`src/rtl/wide_pio_commit.sv`:
```
// wide_pio_commit
//   Avalon-MM slave that drives a wide parallel output from the HPS bus.
//   Software fills DATA_W-bit shadow words, then commits the whole shadow to
//   out_data in a single cycle so downstream logic never sees a half-updated
//   vector.
//
//   Address map (N = NUM_WORDS):
//     0 .. N-1     SHADOW[k]  R/W, byte enables honoured
//     N .. 2N-1    LIVE[k]    RO, word k of out_data
//     2N           CTRL       W: bit0 COMMIT, bit1 AUTO, bit2 CLEAR (reads 0)
//     2N+1         STATUS     RO: {out_hold, auto, pending}
//     2N+2         COUNT      RO: number of completed transfers (wraps)
//
//   Ports:
//     clk_clk, reset_reset_n      clock, asynchronous active-low reset
//     address/write/writedata/byteenable/read   Avalon-MM slave, no waitrequest
//     readdata/readdatavalid      read response, fixed latency of one cycle
//     out_hold                    downstream back-pressure on commits
//     out_data                    committed wide output
//     out_update                  one-cycle pulse in the cycle out_data changes
//
//   Handshake: a commit request is "valid" from the request edge until it is
//   transferred; out_hold=0 acts as "ready". The transfer happens on the first
//   edge where the request is pending and out_hold is low. Requests arriving
//   while one is already pending (including on the transfer edge) merge into it.
module wide_pio_commit #(
  parameter int                      DATA_W    = 32,
  parameter int                      OUT_W     = 256,
  parameter int                      ADDR_W    = 5,
  parameter logic [OUT_W-1:0]        RESET_VAL = '0
) (
  input  logic                  clk_clk,
  input  logic                  reset_reset_n,
  input  logic [ADDR_W-1:0]     address,
  input  logic                  write,
  input  logic [DATA_W-1:0]     writedata,
  input  logic [DATA_W/8-1:0]   byteenable,
  input  logic                  read,
  output logic [DATA_W-1:0]     readdata,
  output logic                  readdatavalid,
  input  logic                  out_hold,
  output logic [OUT_W-1:0]      out_data,
  output logic                  out_update
);

  localparam int NUM_WORDS = OUT_W / DATA_W;
  localparam int BE_W      = DATA_W / 8;

  localparam logic [ADDR_W-1:0] A_CTRL   = ADDR_W'(2 * NUM_WORDS);
  localparam logic [ADDR_W-1:0] A_STATUS = ADDR_W'(2 * NUM_WORDS + 1);
  localparam logic [ADDR_W-1:0] A_COUNT  = ADDR_W'(2 * NUM_WORDS + 2);
  localparam logic [ADDR_W-1:0] A_LAST   = ADDR_W'(NUM_WORDS - 1);

  typedef enum logic {
    S_IDLE    = 1'b0,
    S_PENDING = 1'b1
  } state_t;

  state_t             state, state_nx;
  logic [OUT_W-1:0]   shadow;
  logic               auto_mode;
  logic [31:0]        count;
  logic               pending;
  logic               ctrl_wr;
  logic               last_wr;
  logic               commit_req;
  logic               fire;
  logic [DATA_W-1:0]  rd_word;

  assign pending    = (state == S_PENDING);
  assign ctrl_wr    = write && (address == A_CTRL) && byteenable[0];
  assign last_wr    = write && (address == A_LAST);
  // auto_mode is the registered value, so the CTRL write that sets AUTO does
  // not itself trigger from a later-in-time shadow write on the same edge.
  assign commit_req = (ctrl_wr && writedata[0]) || (auto_mode && last_wr);

  // Commit FSM: next state and transfer strobe.
  always_comb begin
    state_nx = state;
    fire     = 1'b0;
    case (state)
      S_IDLE: begin
        if (commit_req) state_nx = S_PENDING;
      end
      S_PENDING: begin
        // A request on this same edge is absorbed by the transfer below.
        if (!out_hold) begin
          fire     = 1'b1;
          state_nx = S_IDLE;
        end
      end
      default: state_nx = S_IDLE;
    endcase
  end

  always_ff @(posedge clk_clk or negedge reset_reset_n) begin
    if (!reset_reset_n) begin
      state      <= S_IDLE;
      out_data   <= RESET_VAL;
      out_update <= 1'b0;
      count      <= '0;
      auto_mode  <= 1'b0;
    end else begin
      state      <= state_nx;
      out_update <= fire;
      // shadow here is the value held before this edge, so writes landing on
      // the transfer edge are left for the next commit.
      if (fire) begin
        out_data <= shadow;
        count    <= count + 32'd1;
      end
      if (ctrl_wr) auto_mode <= writedata[1];
    end
  end

  // Shadow words: CLEAR wins (it shares the CTRL address, so it can never
  // coincide with a shadow write anyway).
  always_ff @(posedge clk_clk or negedge reset_reset_n) begin
    if (!reset_reset_n) begin
      shadow <= RESET_VAL;
    end else if (ctrl_wr && writedata[2]) begin
      shadow <= '0;
    end else begin
      for (int k = 0; k < NUM_WORDS; k++) begin
        for (int b = 0; b < BE_W; b++) begin
          if (write && (address == ADDR_W'(k)) && byteenable[b]) begin
            shadow[k*DATA_W + b*8 +: 8] <= writedata[b*8 +: 8];
          end
        end
      end
    end
  end

  // Read mux built from pre-edge values, so a same-cycle write is not visible.
  always_comb begin
    rd_word = '0;
    for (int k = 0; k < NUM_WORDS; k++) begin
      if (address == ADDR_W'(k))             rd_word = shadow[k*DATA_W +: DATA_W];
      if (address == ADDR_W'(NUM_WORDS + k)) rd_word = out_data[k*DATA_W +: DATA_W];
    end
    if (address == A_STATUS) rd_word = DATA_W'({out_hold, auto_mode, pending});
    if (address == A_COUNT)  rd_word = DATA_W'(count);
  end

  always_ff @(posedge clk_clk or negedge reset_reset_n) begin
    if (!reset_reset_n) begin
      readdata      <= '0;
      readdatavalid <= 1'b0;
    end else begin
      readdatavalid <= read;
      readdata      <= read ? rd_word : '0;
    end
  end

endmodule

```
`config.mk`:
```
export PLATFORM = sky130hd
export DESIGN_NAME = wide_pio_commit
export DESIGN_NICKNAME = d
export VERILOG_FILES = /design/src/rtl/wide_pio_commit.sv
export SDC_FILE = /design/constraint.sdc
export NUM_CORES = 1
export LEC_CHECK = 0
export ABC_AREA = 0
export CAP_MARGIN = 30
export CORE_ASPECT_RATIO = 0.5
export CORE_UTILIZATION = 44
export DETAILED_ROUTE_END_ITERATION = 16
export PLACE_DENSITY = 0.65
export SETUP_SLACK_MARGIN = 0.15
export SLEW_MARGIN = 20
export SYNTH_ARGS = -nofsm -noshare
export SYNTH_HDL_FRONTEND = slang
export SYNTH_SLANG_ARGS = --single-unit
export TNS_END_PERCENT = 20
```
`constraint.sdc`:
```
create_clock -name clk_clk -period 2.4 [get_ports clk_clk]
set_input_delay 0.24 -clock clk_clk [delete_from_list [all_inputs] [get_ports clk_clk]]
set_output_delay 0.24 -clock clk_clk [all_outputs]
set_load 0.1 [all_outputs]
```
==> Word-level counts from Yosys, hierarchy flattened <==
Index checks and enable logic that the tools add are counted.
{ "op_classes": {"muxes": 57, "n_mul": 0, "n_eq_ne": 18, "n_reduce_logical": 79, "order_cmp": 0, "n_addsub": 1, "bitwise_logic": 1, "shifts": 0, "n_div": 0} }
{ "op_table": {"columns": ["cell", "count"], "rows": [
  ["two-way mux 32 bit", 19],
  ["two-way mux 256 bit", 1],
  ["two-way mux 8 bit", 32],
  ["nonzero test 2 bit", 32],
  ["logical AND 1 bit", 45],
  ["equality test 5 x 4 -> 1 bit, second input constant", 8],
  ["adder 32 x 1 -> 32 bit, second input constant", 1],
  ["equality test 5 x 3 -> 1 bit, second input constant", 4],
  ["equality test 5 bit, second input constant", 3],
  ["equality test 5 x 2 -> 1 bit, second input constant", 2],
  ["equality test 5 x 1 -> 1 bit, second input constant", 1],
  ["logical NOT 5 bit", 1],
  ["two-way mux 1 bit", 4],
  ["one-hot mux 1 bit (2 select lines)", 1],
  ["logical OR 1 bit", 1],
  ["NOT 1 bit", 1]
]} }
{ "totals": {"ram_bits": 0, "memories": 0, "romBits": 0, "inputBits": 46, "regBits": 580, "output_inout_bits": 290, "word_cells": 195, "latchBits": 0} }

==> Longest topological paths before layout <==
{ "depth": {"word_depth": 20, "mapped_depth": 10, "depth_no_buf": 6} }

==> Worst setup path after synthesis <==
No wires, ideal clock.
{ "synth_timing": {"path_type": "flip-flop to flip-flop", "startpoint": "register out_data[74]", "endpoint": "register readdata[10]", "t_required_ps": 2274, "synth_period_minus_slack_ps": 2207, "path_stages_with_launch": 6, "setup_time_ps": 126, "slack_ps": 193, "t_arrival_ps": 2081, "cell_sequence": "dfrtp_1 mux4_2 and3_1 a211oi_1 nand4_1 a221o_1"} }
{ "synth_between": {"elab_chain_len": 14} }
{ "synth_lines": {"columns": ["element", "line_no", "rtl"], "rows": [
  ["from (decl)", "42", "output logic [OUT_W-1:0] out_data,"],
  ["from (signal assigned)", "109", "out_data <= shadow;"],
  ["two-way mux 32 bit", "139", "if (address == ADDR_W'(NUM_WORDS + k)) rd_word = out_data[k*DATA_W +: DATA_W];"],
  ["two-way mux 32 bit", "138", "if (address == ADDR_W'(k)) rd_word = shadow[k*DATA_W +: DATA_W];"],
  ["two-way mux 32 bit", "139", null],
  ["two-way mux 32 bit", "138", null],
  ["two-way mux 32 bit", "139", null],
  ["two-way mux 32 bit", "138", null],
  ["two-way mux 32 bit", "139", null],
  ["two-way mux 32 bit", "138", null],
  ["two-way mux 32 bit", "139", null],
  ["two-way mux 32 bit", "138", null],
  ["two-way mux 32 bit", "139", null],
  ["two-way mux 32 bit", "141", "if (address == A_STATUS) rd_word = DATA_W'({out_hold, auto_mode, pending});"],
  ["two-way mux 32 bit", "142", "if (address == A_COUNT) rd_word = DATA_W'(count);"],
  ["two-way mux 32 bit", "151", "readdata <= read ? rd_word : '0;"],
  ["to (signal assigned)", "151", null],
  ["to (decl)", "39", "output logic [DATA_W-1:0] readdata,"]
]} }
Every way passes these cells.
A chain may end at the register's enable or synchronous reset.

==> Worst setup path after layout <==
{ "layout_timing": {"startpoint": "register out_data[10]", "endpoint": "register readdata[10]"} }
{ "layout_between": {"elab_chain_len": 18} }
{ "layout_lines": {"columns": ["element", "line_no"], "rows": [
  ["two-way mux 32 bit", "139"],
  ["two-way mux 32 bit", "138"],
  ["two-way mux 32 bit", "139"],
  ["two-way mux 32 bit", "138"],
  ["two-way mux 32 bit", "139"],
  ["two-way mux 32 bit", "138"],
  ["two-way mux 32 bit", "139"],
  ["two-way mux 32 bit", "138"],
  ["[... 2 more ...]", null],
  ["two-way mux 32 bit", "139"],
  ["two-way mux 32 bit", "138"],
  ["two-way mux 32 bit", "139"],
  ["two-way mux 32 bit", "138"],
  ["two-way mux 32 bit", "139"],
  ["two-way mux 32 bit", "141"],
  ["two-way mux 32 bit", "142"],
  ["two-way mux 32 bit", "151"]
]} }
Every way passes these cells.

==> impl_metrics.tcl <==
set metrics [dict create \
    outcome "finished, violations left" \
    violations "setup timing" \
    clock_latency_ns 0.62 \
    p_int_uw 23900 \
    grt_usage_pct 36.6 \
    wirelength_um 123000 \
    place.gp.congestion 0.997 \
    dp_hpwl_um 93100 \
    maxCapViolCount 0 \
    fin_crit_sh_pct 100 \
    drive_gt1_share_pct 32.4 \
    r2r-end "readdata[10]" \
    arrival_ns 2.88 \
    total_power_uw 52400 \
    setup_viol 1 \
    cts_tree "done" \
    hold_violations 0 \
    cp-end-kind "flop" \
    core_um2 63500 \
    cts_htree_levels 2 \
    layout_common_cells "612 x buf_4, 580 x dfrtp_1, 419 x nand2_1, 329 x a21oi_1, 278 x mux2_2" \
    drc 0 \
    async_flop_share_pct 100 \
    vias 26300 \
    cp.required_ns 2.87 \
    synth_nets 2853 \
    fillers 5476 \
    rsz0062_at_grt "true" \
    grt_max_degree 82 \
    port-buffer-count 335 \
    synth-seq-cells 580 \
    dieWidth_um 362 \
    io_pins 336 \
    cts-root-buf "clkbuf_16" \
    synth_area_leaders "dfrtp_1 51%, mux2_2 11%, a21oi_1 5.8%" \
    area.growth.synth_to_final_pct 27.2 \
    rows 65 \
    fin_area_um2 36300 \
    fin_skew_ns 0.0189 \
    fin_ws_ns -0.00642 \
    p_clk_share_pct 17.6 \
    crit_type "flop to flop" \
    syn_inst 2806 \
    dieArea_um2 65900 \
    synth_top_flop_cell "dfrtp_1" \
    ir_worst_vdd_mv 1.50 \
    synth_top_area_share_pct 50.9 \
    start_kind "flop" \
    cts_num_sinks 580 \
    post_dp_cell_area_um2 34400 \
    clock_path_buffers 3 \
    r2r_slack_ns -0.006 \
    netlist_area_um2 28500 \
    start_util_pct 44.9 \
    synth_top_area_cell "dfrtp_1" \
    switchingPower_uw 28500 \
    hold_path.class "primary input to asynchronous set/reset pin" \
    powerDensity_nw_per_um2 1440 \
    ant_nets 0 \
    grt_overflow 0 \
    chipHeight_um 182 \
    final.min_clock_period_ns 2.41 \
    wl_per_cell_um 28.9 \
    vias_per_cell 6.19 \
    swShare_pct 54.4 \
    grt_pass1_wl_um 176000 \
    p_leak_uw 0.0166 \
    final_common_cell "buf_4" \
    max_freq_ghz 0.416 \
    synth_edf_count 0 \
    cts_buffers 54 \
    firstDrtPassIters 5 \
    p_seq_share_pct 30.8 \
    grt_pass1_vias 24800 \
    fin_util_pct 57.1 \
    cts.clk_slew.worst_paths_ns 0.07 \
    avgSynthCellArea_um2 10.2 \
    drt-initial-drc-count 3512 \
    layout.nets 3373 \
    slew_headroom_pct 36.8 \
    combPwrFrac_pct 51.5 \
    yosysSeqAreaShare_pct 50.9 \
    critPathMaxFanout 2 \
    antenna_found_initial 3 \
    ys.warnings.count 0 \
    yosys.cell_types.count 91 \
    r2r-start "out_data[10]" \
    drv_slew 0 \
    worst_slew_pin_slew_ns 0.945 \
    reg2reg_depth 7 \
]
[cell usage after synthesis, drive strengths merged (8+ instances only)]
cell / number
o21ai: 270
and3: 14
o31ai: 8
mux2: 278
buf: 158
xnor2: 23
o211ai: 19
a211oi: 20
mux4: 15
dfrtp: 580
nand2b: 13
a2bb2oi: 8
nand4: 10
o221ai: 14
a311oi: 8
o2111ai: 9
clkbuf: 81
nor2b: 24
mux2i: 47
inv: 11
a31oi: 9
nor2: 130
nand2: 422
and2: 8
o2bb2ai: 14
o21a: 12
xor2: 9
a22oi: 25
o22ai: 34
nor3: 53
nand3: 32
a221o: 15
a221oi: 16
a22o: 8
a21oi: 330
[per-layer routing]
layer  part of all wire [%]  GRT usage (%)
met1                     44           56.1
met2                     40           49.4
met3                     14           13.1
met4                    1.5           5.56
met5                  0.011              0
[flip-flops by register name, summed over array words and instances (netlist names)]
signal,flops
out_data,256
shadow,256
count,32
readdata,32
auto_mode,1
out_update,1
pending,1
readdatavalid,1
[timing repair]
item / 4_1_cts / 5_1_grt
resized for setup: 2 / 2
setup endpoints to repair: 3 / 4
hold endpoints to repair: 159 / 0
buffers inserted: 1 / 0
hold buffers: 1 / 0
pin swaps: 3 / 0
[metrics by stage]
stage / std cells / TNS (ns) / setup WS [ns] / hold WS, ns
5_1_grt: 4241 / -0.0567 / -0.0344 / 0.185
3_3_place_gp: 4139 / -17.56 / -0.373 / 0.184
4_1_cts: 4241 / 0 / 0.101 / 0.146
3_5_place_dp: 4139 / -33.84 / -0.378 / 0.181
2_1_floorplan: 2806 / 0 / 0.193 / -0.0556
6_report: 4242 / -0.00642 / -0.00642 / 0.153
[how the worst max path moves through the flow]
stage,from,endpoint,slack [ns]
2_1_floorplan,out_data[74],readdata[10],0.19
3_3_place_gp,address[4],readdata[10],-0.37
3_5_place_dp,address[4],readdata[10],-0.38
4_1_cts,out_data[10],readdata[10],0.10
5_1_grt,shadow[74],readdata[10],-0.03
6_report,out_data[10],readdata[10],-0.006
[power by group through the flow]
stage               clock [µW]  combinational [µW]  sequential, µW
floorplan                    0                4520           30700
CTS                       9250               26900           16000
global route              9630               27600           16300
finish                    9220               27000           16200
global placement             0               26700           16100
detailed placement           0               26900           16200
[logic make-up (layout without fill, tap and decap cells)]
kind of cell,count (synthesis),in the layout,synth area share [%]
buffers and inverters,250,814,4.41
xor gates and xnor gates,32,32,0.983
muxes,340,340,13.8
other,0,1,0
AOI/OAI and AO/OA,858,858,17.9
adders and majority gates,1,1,0.0439
and+or+nand+nor,745,745,11.9
DFF,580,580,50.9
[critical path, stage by stage (launching register included)]
cell and delay (ns):
dfrtp_1 0.39, mux4_2 0.51, and3_4 0.18, a211oi_2 0.15, buf_4 0.15, nand4_1 0.29, buf_4 0.28, a221o_1 0.32
[cell type report]
type / instances / area [µm²] / area share (%)
Clock inverter: 17 / 173 / 0.476
Tap cell: 871 / 1090 / 3.01
Antenna cell: 1 / 2.50 / 0.00690
Multi-Input combinational cell: 1976 / 12800 / 35.3
Inverter: 11 / 41.3 / 0.114
Clock buffer: 83 / 1680 / 4.65
Sequential cell: 580 / 14500 / 40.0
Timing Repair Buffer: 703 / 5970 / 16.5
No activity file was read; power rests on OpenSTA's default activity.
==> patch (same settings) <==
Put one more register stage on the output `out_data`, without a reset. The value now appears one clock later. The other outputs are not delayed to match. Comments in the files are not updated.
--- a/src/rtl/wide_pio_commit.sv
+++ b/src/rtl/wide_pio_commit.sv
@@ -58,2 +58,4 @@
 
+  logic [OUT_W-1:0] out_data_s0;
+
   state_t             state, state_nx;
@@ -98,3 +100,3 @@
       state      <= S_IDLE;
-      out_data   <= RESET_VAL;
+      out_data_s0 <= RESET_VAL;
       out_update <= 1'b0;
@@ -108,3 +110,3 @@
       if (fire) begin
-        out_data <= shadow;
+        out_data_s0 <= shadow;
         count    <= count + 32'd1;
@@ -138,3 +140,3 @@
       if (address == ADDR_W'(k))             rd_word = shadow[k*DATA_W +: DATA_W];
-      if (address == ADDR_W'(NUM_WORDS + k)) rd_word = out_data[k*DATA_W +: DATA_W];
+      if (address == ADDR_W'(NUM_WORDS + k)) rd_word = out_data_s0[k*DATA_W +: DATA_W];
     end
@@ -154,2 +156,6 @@
 
+  always_ff @(posedge clk_clk) begin
+    out_data <= out_data_s0;
+  end
+
 endmodule
Check against the original RTL: not equivalent (a bounded check fails within 4 cycles, from zero or initial values and one cycle with reset_reset_n low).
==> patch against the original RTL <==
Setup slack better by 0.086 ns; cell area rose by 16%; power decreased by 4.2%; maximum frequency up 3.7%; area after synthesis up 17%; first-iteration DRC count down 1.2%; sequential cell count grew 256; routed wire length grew 7.4%; combinational power fell by 38%.
==> patch: results (changes against the original RTL) <==
dp.cells: 5003  # was 4139
vias: 29300  # was 26300
dr_wl_met3_um: 17200  # about the same
wl_met2_um: 52600  # was 49700 um
synth_common_cells: "nand2_1, dfrtp_1, a21oi_1, dfxtp_1, o21ai_0"  # was dfrtp_1, nand2_1, a21oi_1, mux2_2, o21ai_0
grt_pass1_vias: 27600  # was 24800
slew_headroom_pct: 35.0  # was 36.8%
critPathMaxFanout: 12  # was 2
synthAdderAreaFrac_pct: 0.0374  # was 0.0439%
synth_cells: 3556  # was 2806
fin_nets: 4109  # was 3373
reg2reg_depth: 6  # was 7
grt_use_met2_pct: 44.8  # was 49.4%
cts_buffers: 76  # was 54
largest_registers: "out_data x256, out_data_s0 x256, shadow x256"  # was out_data x256, shadow x256
drive_above_1_share_pct: 21.0  # was 32.4%
drt_iter0_markers: 3471  # was 3512
viasPerCell: 5.69  # was 6.19
htree_levels: 3  # was 2
antenna_found_initial: 8  # was 3
outcome: "completed"  # was finished with violations
arrival_ns: 2.85  # was 2.88 ns
synth_xor_area_share_pct: 0.839  # was 0.983%
grt_pass1_wl_um: 191000  # was 176000 um
gp_congestion: 0.987  # was 0.997
synth_cell_type_count: 74  # was 91
-- patch: cell types whose count changed in the layout (fill, tap and decap cells not counted), moves of 20 or more --
cell	change
nand3_1	+38
clkbuf_16	+36
o21ai_0	-55
nor2_1	+77
mux2i_1	+57
dfxtp_1	+256
nand2_1	+651
o21ai_1	+20
mux2_2	-243
-- patch: kinds of logic (layout without fill, tap and decap cells) --
logic type / after synthesis / after routing
AOI/OAI and AO/OA: 753 / 753
xor gates and xnor gates: 32 / 32
adders and majority gates: 1 / 1
buffers and inverters: 275 / 845
DFF: 836 / 836
muxes: 140 / 140
other: 0 / 5
and+or+nand+nor: 1519 / 1519
-- patch: path summary, 6_finish.rpt --
| check | slack, ns | endpoint | from |
|---|---|---|---|
| max | 0.08 | readdata[17]$_DFF_PN0_ | address[4] |
| min | 0.08 | count[27]$_DFFE_PN0P_ | reset_reset_n |
| max reg2reg | 0.22 | readdata[28]$_DFF_PN0_ | out_data_s0[60]$_DFFE_PN0P_ |
| min reg2reg | 0.38 | out_data[0]$_DFF_P_ | out_data_s0[0]$_DFFE_PN0P_ |
| max in group asynchronous | 1.37 | readdata[16]$_DFF_PN0_ | reset_reset_n |
| min in group clk_clk | 0.35 | shadow[3]$_DFFE_PN0P_ | writedata[3] |
-- patch: critical path: stages --
cell,delay (ns)
clkdlybuf4s50_1,0.60
buf_4,0.23
buf_4,0.14
nor3_4,0.04
buf_12,0.15
buf_4,0.18
a2bb2oi_1,0.55
nor3_1,0.19
nor3_2,0.41
o21ai_1,0.10
-- patch: repair_timing --
action / in CTS / in global routing
endpoints found under the setup margin: 8 / 8
resized for setup: 1 / 9
hold buffers: 1 / 0
hold endpoints to repair: 338 / 0
-- patch: through the flow --
stage                     hold slack (ns)  setup TNS [ns]  total power, mW  cell area [um2]  worst slack (ns)
final                              0.0819               0             50.2            42200            0.0797
after global routing               0.0792               0             51.8            42200            0.0796
after CTS                          0.0418               0             50.2            42100            0.0381
after detailed placement            0.164          -14.06             36.7            39300            -0.774
after global placement              0.164          -11.68             36.6            39300            -0.720
after floorplan                   -0.0556               0             31.5            33400             0.671
-- patch: cell type report --
| type | instances | area share [%] |
|---|---|---|
| sequential | 836 | 46.5 |
| clock inverter | 27 | 0.557 |
| antenna | 5 | 0.0296 |
| multi-input combinational | 2445 | 29.7 |
| tap | 1022 | 3.03 |
| clock buffer | 115 | 6.11 |
| inverter | 15 | 0.151 |
| timing repair buffer | 688 | 13.9 |
-- patch: power breakdown --
group | total (mW) | leakage (nW) | switching [mW] | internal (mW)
logic | 16.7 | 9.21 | 13.3 | 3.41
registers | 20.0 | 9.94 | 2.66 | 17.3
clock network | 13.5 | 1.40 | 5.80 | 7.74
total | 50.2 | 20.5 | 21.7 | 28.5
